[src/rtl/ram_fifo_ctrl.sv]
// Push/pop FIFO controller that owns both ports of an external dual-port RAM.
// Port 1 writes at wr_ptr; port 2 reads at rd_ptr and the RAM's registered output is qualified by pop_valid.
module ram_fifo_ctrl #(
  parameter int WIDTH       = 8,
  parameter int DEPTH       = 3,
  parameter int AFULL_LEVEL = 6
) (
  input  logic             clock,
  input  logic             reset,
  input  logic             push,
  input  logic [WIDTH-1:0] push_data,
  input  logic             pop,
  output logic [WIDTH-1:0] pop_data,
  output logic             pop_valid,
  output logic             full,
  output logic             empty,
  output logic             almost_full,
  output logic [DEPTH:0]   count,
  output logic             overflow,
  output logic             underflow,
  output logic             ram_we1,
  output logic [DEPTH-1:0] ram_addr1,
  output logic [WIDTH-1:0] ram_data1,
  output logic             ram_we2,
  output logic [DEPTH-1:0] ram_addr2,
  input  logic [WIDTH-1:0] ram_out2
);

  localparam logic [DEPTH:0]   CAP_C   = (DEPTH+1)'(2**DEPTH);
  localparam logic [DEPTH:0]   AFULL_C = (DEPTH+1)'(AFULL_LEVEL);
  localparam logic [DEPTH:0]   ONE_C   = (DEPTH+1)'(1);
  localparam logic [DEPTH-1:0] ONE_P   = DEPTH'(1);

  logic [DEPTH-1:0] wr_ptr;
  logic [DEPTH-1:0] rd_ptr;
  logic [DEPTH:0]   count_q;
  logic [DEPTH:0]   count_nxt;
  logic             full_q;
  logic             empty_q;
  logic             afull_q;
  logic             pop_valid_q;
  logic             overflow_q;
  logic             underflow_q;
  logic             push_acc;
  logic             pop_acc;

  // Acceptance uses the registered flags, so a push while full is dropped even if a pop frees space this cycle.
  assign push_acc = push & ~full_q;
  assign pop_acc  = pop & ~empty_q;

  always_comb begin
    count_nxt = count_q;
    case ({push_acc, pop_acc})
      2'b10:   count_nxt = count_q + ONE_C;
      2'b01:   count_nxt = count_q - ONE_C;
      default: count_nxt = count_q;
    endcase
  end

  always_ff @(posedge clock) begin
    if (reset) begin
      wr_ptr      <= '0;
      rd_ptr      <= '0;
      count_q     <= '0;
      empty_q     <= 1'b1;
      full_q      <= 1'b0;
      afull_q     <= 1'b0;
      pop_valid_q <= 1'b0;
      overflow_q  <= 1'b0;
      underflow_q <= 1'b0;
    end else begin
      if (push_acc) wr_ptr <= wr_ptr + ONE_P;
      if (pop_acc)  rd_ptr <= rd_ptr + ONE_P;
      count_q     <= count_nxt;
      empty_q     <= (count_nxt == '0);
      full_q      <= (count_nxt == CAP_C);
      afull_q     <= (count_nxt >= AFULL_C);
      pop_valid_q <= pop_acc;
      if (push & full_q)  overflow_q  <= 1'b1;
      if (pop & empty_q)  underflow_q <= 1'b1;
    end
  end

  // A read in flight when reset arrives is discarded rather than presented.
  assign pop_valid   = pop_valid_q & ~reset;
  assign pop_data    = ram_out2;
  assign full        = full_q;
  assign empty       = empty_q;
  assign almost_full = afull_q;
  assign count       = count_q;
  assign overflow    = overflow_q;
  assign underflow   = underflow_q;

  assign ram_we1   = push_acc & ~reset;
  assign ram_addr1 = wr_ptr;
  assign ram_data1 = push_data;
  assign ram_we2   = 1'b0;
  assign ram_addr2 = rd_ptr;

endmodule
[config.mk]
export PLATFORM = sky130hd
export DESIGN_NAME = ram_fifo_ctrl
export DESIGN_NICKNAME = d
export VERILOG_FILES = /design/src/rtl/ram_fifo_ctrl.sv
export SDC_FILE = /design/constraint.sdc
export NUM_CORES = 1
export LEC_CHECK = 0
export ABC_AREA = 1
export BUFFER_PORTS_ARGS = -buffer_cell sky130_fd_sc_hd__buf_2
export CAP_MARGIN = 30
export CORE_AREA = 4 4 67 69
export DETAILED_ROUTE_END_ITERATION = 7
export DIE_AREA = 0 0 71 73
export GPL_TIMING_DRIVEN = 0
export PLACE_DENSITY = 0.59
export SLEW_MARGIN = 20
export SYNTH_ARGS = -nofsm -noshare
export SYNTH_HDL_FRONTEND = slang
export SYNTH_SLANG_ARGS = --single-unit
[constraint.sdc]
create_clock -name clock -period 2.3 [get_ports clock]
set_clock_uncertainty 0.05 [all_clocks]
set_input_delay 0.23 -clock clock [delete_from_list [all_inputs] [get_ports clock]]
set_output_delay 0.23 -clock clock [all_outputs]
set_load 0.01 [all_outputs]
==> results.cfg <==
[cts]
tritoncts = built
clk_latency_ns = 0.25
cts_num_sinks = 16
ctsHoldBuffers = 0
cts.repair.resized = 0
cts-buffers-inserted = 3
clockBufferDepth = 2
clkSlewWorstSetupHoldPaths_ns = 0.06
htree_num_levels = 1
post-cts-setup-buffer-count = 0
clock-root-buffer = clkbuf_8

[worst_hold_path]
worst_hold_path_class = input pin to register

[critical_path]
crit_path_cell_trace = inv_1 -> nand2_2 -> nand3_2 -> nand2_1 -> inv_1 -> ha_1 -> o21ai_0 -> inv_1 -> nor2_1 -> nand3_2 -> nand2_1 -> inv_1 -> a21oi_1
worst_setup_path_end_kind = register
path_max_fanout = 8
critical_path_buf_inv_count = 4
worst_ep_arrival_time_ns = 2.09
critical_path_most_common_cell = inv_1
required_ns = 2.43
regToRegSetupSlack_ns = 0.34
critical_path.startpoint_type = register
worst_path_largest_cell_delay_ns = 0.34
slowest_stage_cell_crit_path = dfxtp_1
setup_crit_path_kind = register to register
cpLargestDelayFamily = simple AND/OR/NAND/NOR gates

[synth]
async_reset_ff_frac = 0
postSynth.topFlopCell = dfxtp_1
leading_area_contributor_after_synthesis = dfxtp_1
synth_cells = 123
synth.avg_cell_area_um2 = 7.72
synth_sequential_area_ratio = 0.337
synth.cells.most_frequent = inv_1, buf_4, dfxtp_1, nor2_1, nand2_1
syn_nets = 147
ys_top_cells_by_area = dfxtp_1, buf_4, inv_1
synth.distinct_cells = 22
synth-edff-count = 0
yosysWarningCount = 0
post_synth_instance_area_um2 = 950
leading_cell_type_by_number_of_instances_after_synthesis = inv_1
synth.top_cell.area_share = 0.337
synth.ff_latch_count = 16

[place]
dp.final_hpwl_um = 1610
routabilityCongestion = 0.769
numPortBuffers = 36
place_worst_setup_slack_ns = 0.315

[die]
floorplan.initialDensity = 0.243
placementRows = 23
die-area_um2 = 5180
die_w_um = 71
core_area_um2 = 3910
die_y_um = 73
top_level_port_count = 54

[power]
cell_internal_pwr_mw = 0.769
p_leak_nw = 0.687
power_density_nw_per_um2 = 1040
power.switching_fraction = 0.408
power.combinational.fraction = 0.472
p_switching_mw = 0.530
power.ir.vdd_worst_mv = 0.435
share_clk_of_total_power = 0.190
power_frac_seq = 0.338

[global_routing]
grt_antenna_before_repair = 0
grt_max_degree = 11
grt.overflow.total = 0
grtUsageTotal = 0.0717
via_count_of_the_first_global_routing_pass = 738
grt_pass1_wl_um = 3060

[status]
outcome = complete, no violations

[routing]
count_of_unresolved_drc_violations_after_routing = 0
routedWlPerCell_um = 8.94
dr_total_vias = 819
viasPerCell = 3.85
drt-pass1-iter-count = 3
detailed_router_s_first_iteration_violation_count = 24
final_antenna_net_count = 0
wirelength_um = 1910

[final_layout]
design.final.nets = 188
area_of_combinational_cells_with_multiple_inputs_um2 = 419
area_delta_synth_final_pct = 31.4
area.sequential_um2 = 320
fillerInstances = 448
n_antenna_cell = 0
layout.core_utilization = 0.319
layout-drive-gt1-share = 0.460

[timing]
worst_slack_ns = 0.339
finalHoldViolations = 0
max_freq_mhz = 510
final.setup.tns_ns = 0
min_period_over_period = 0.853
setup_repair_after_global_routing_missed_its_margin = no
final_max_slew_viol_count = 0
setup-violations-final = 0
final.min_clock_period_ns = 1.96

[run]
drv_cap = 0
## worst register-to-register path: cells and delay by family (launching register included)
family / cells / cell delay, ns
compound gates: 2 / 0.31
fa+ha+maj: 1 / 0.25
buf+inv: 4 / 0.23
flops: 1 / 0.34
simple gates: 6 / 0.71
## through the flow
step | instances | hold slack (ns) | total power, mW | cell area (um^2)
global placement | 209 | 0.395 | 1.06 | 1190
finish | 213 | 0.190 | 1.30 | 1250
global route | 213 | 0.231 | 1.41 | 1250
detailed placement | 209 | 0.404 | 1.07 | 1190
CTS | 213 | 0.188 | 1.32 | 1250
floorplan | 123 | 0.321 | 0.897 | 950
## flip-flops by register name, summed over array words and instances, names as in the netlist
name and count:
count 4, almost_full 1, pop_valid_q 1, empty 1, ram_addr2 3, underflow 1
ram_addr1 3, overflow 1, full 1
## per-layer routing
layer	track usage	vias up	wire [um]
li1	-	444	-
met3	0.0193	0	155
met2	0.125	24	903
met1	0.0851	351	846
met5	0	-	0
met4	0.0251	0	0
## power by group through the flow
stage	registers (mW)	clock network, mW	logic (mW)
6_report	0.439	0.247	0.613
5_1_grt	0.451	0.266	0.694
4_1_cts	0.441	0.258	0.626
3_5_place_dp	0.447	0	0.623
3_3_place_gp	0.446	0	0.618
2_1_floorplan	0.476	0	0.421
## cells by family (layout without fill, tap and decap cells)
| logic type | after synthesis | count (layout) | share of synthesized area |
|---|---|---|---|
| buf+inv | 37 | 77 | 0.221 |
| fa+ha+maj | 4 | 4 | 0.0527 |
| xor+xnor | 3 | 3 | 0.0277 |
| other cells | 1 | 1 | 0.00395 |
| compound gates | 13 | 13 | 0.0725 |
| simple gates | 49 | 49 | 0.285 |
| flops | 16 | 16 | 0.337 |
## final timing paths
kind	startpoint	to	cells past startpoint
worst min register to register	ram_addr1[2]	ram_addr1[2]	2
worst max-delay path	full	empty	13
worst max register to register	full	empty	13
worst min-delay path	pop	underflow	3
## area by class of cell
type,count,area share
buffer,18,0.111
clock buffer,4,0.0441
inverter,19,0.0572
multi-input combinational,70,0.336
sequential,16,0.257
tap,50,0.0502
timing repair buffer,36,0.144
## cells in the final DEF, fill, tap and decap left out, types with 2 or more instances in the layout
| master | Yosys | routed |
|---|---|---|
| a21oi_1 | 7 | 7 |
| buf_2 | 0 | 36 |
| nor2_1 | 16 | 16 |
| inv_1 | 18 | 18 |
| buf_4 | 17 | 17 |
| xnor2_1 | 2 | 2 |
| o21ai_0 | 4 | 4 |
| clkbuf_8 | 0 | 4 |
| dfxtp_1 | 16 | 16 |
| nand3_2 | 6 | 6 |
| nand3_1 | 3 | 3 |
| ha_1 | 4 | 4 |
| nand2_2 | 6 | 6 |
| nand2_1 | 14 | 14 |
Power figures use the tool's default switching activity.
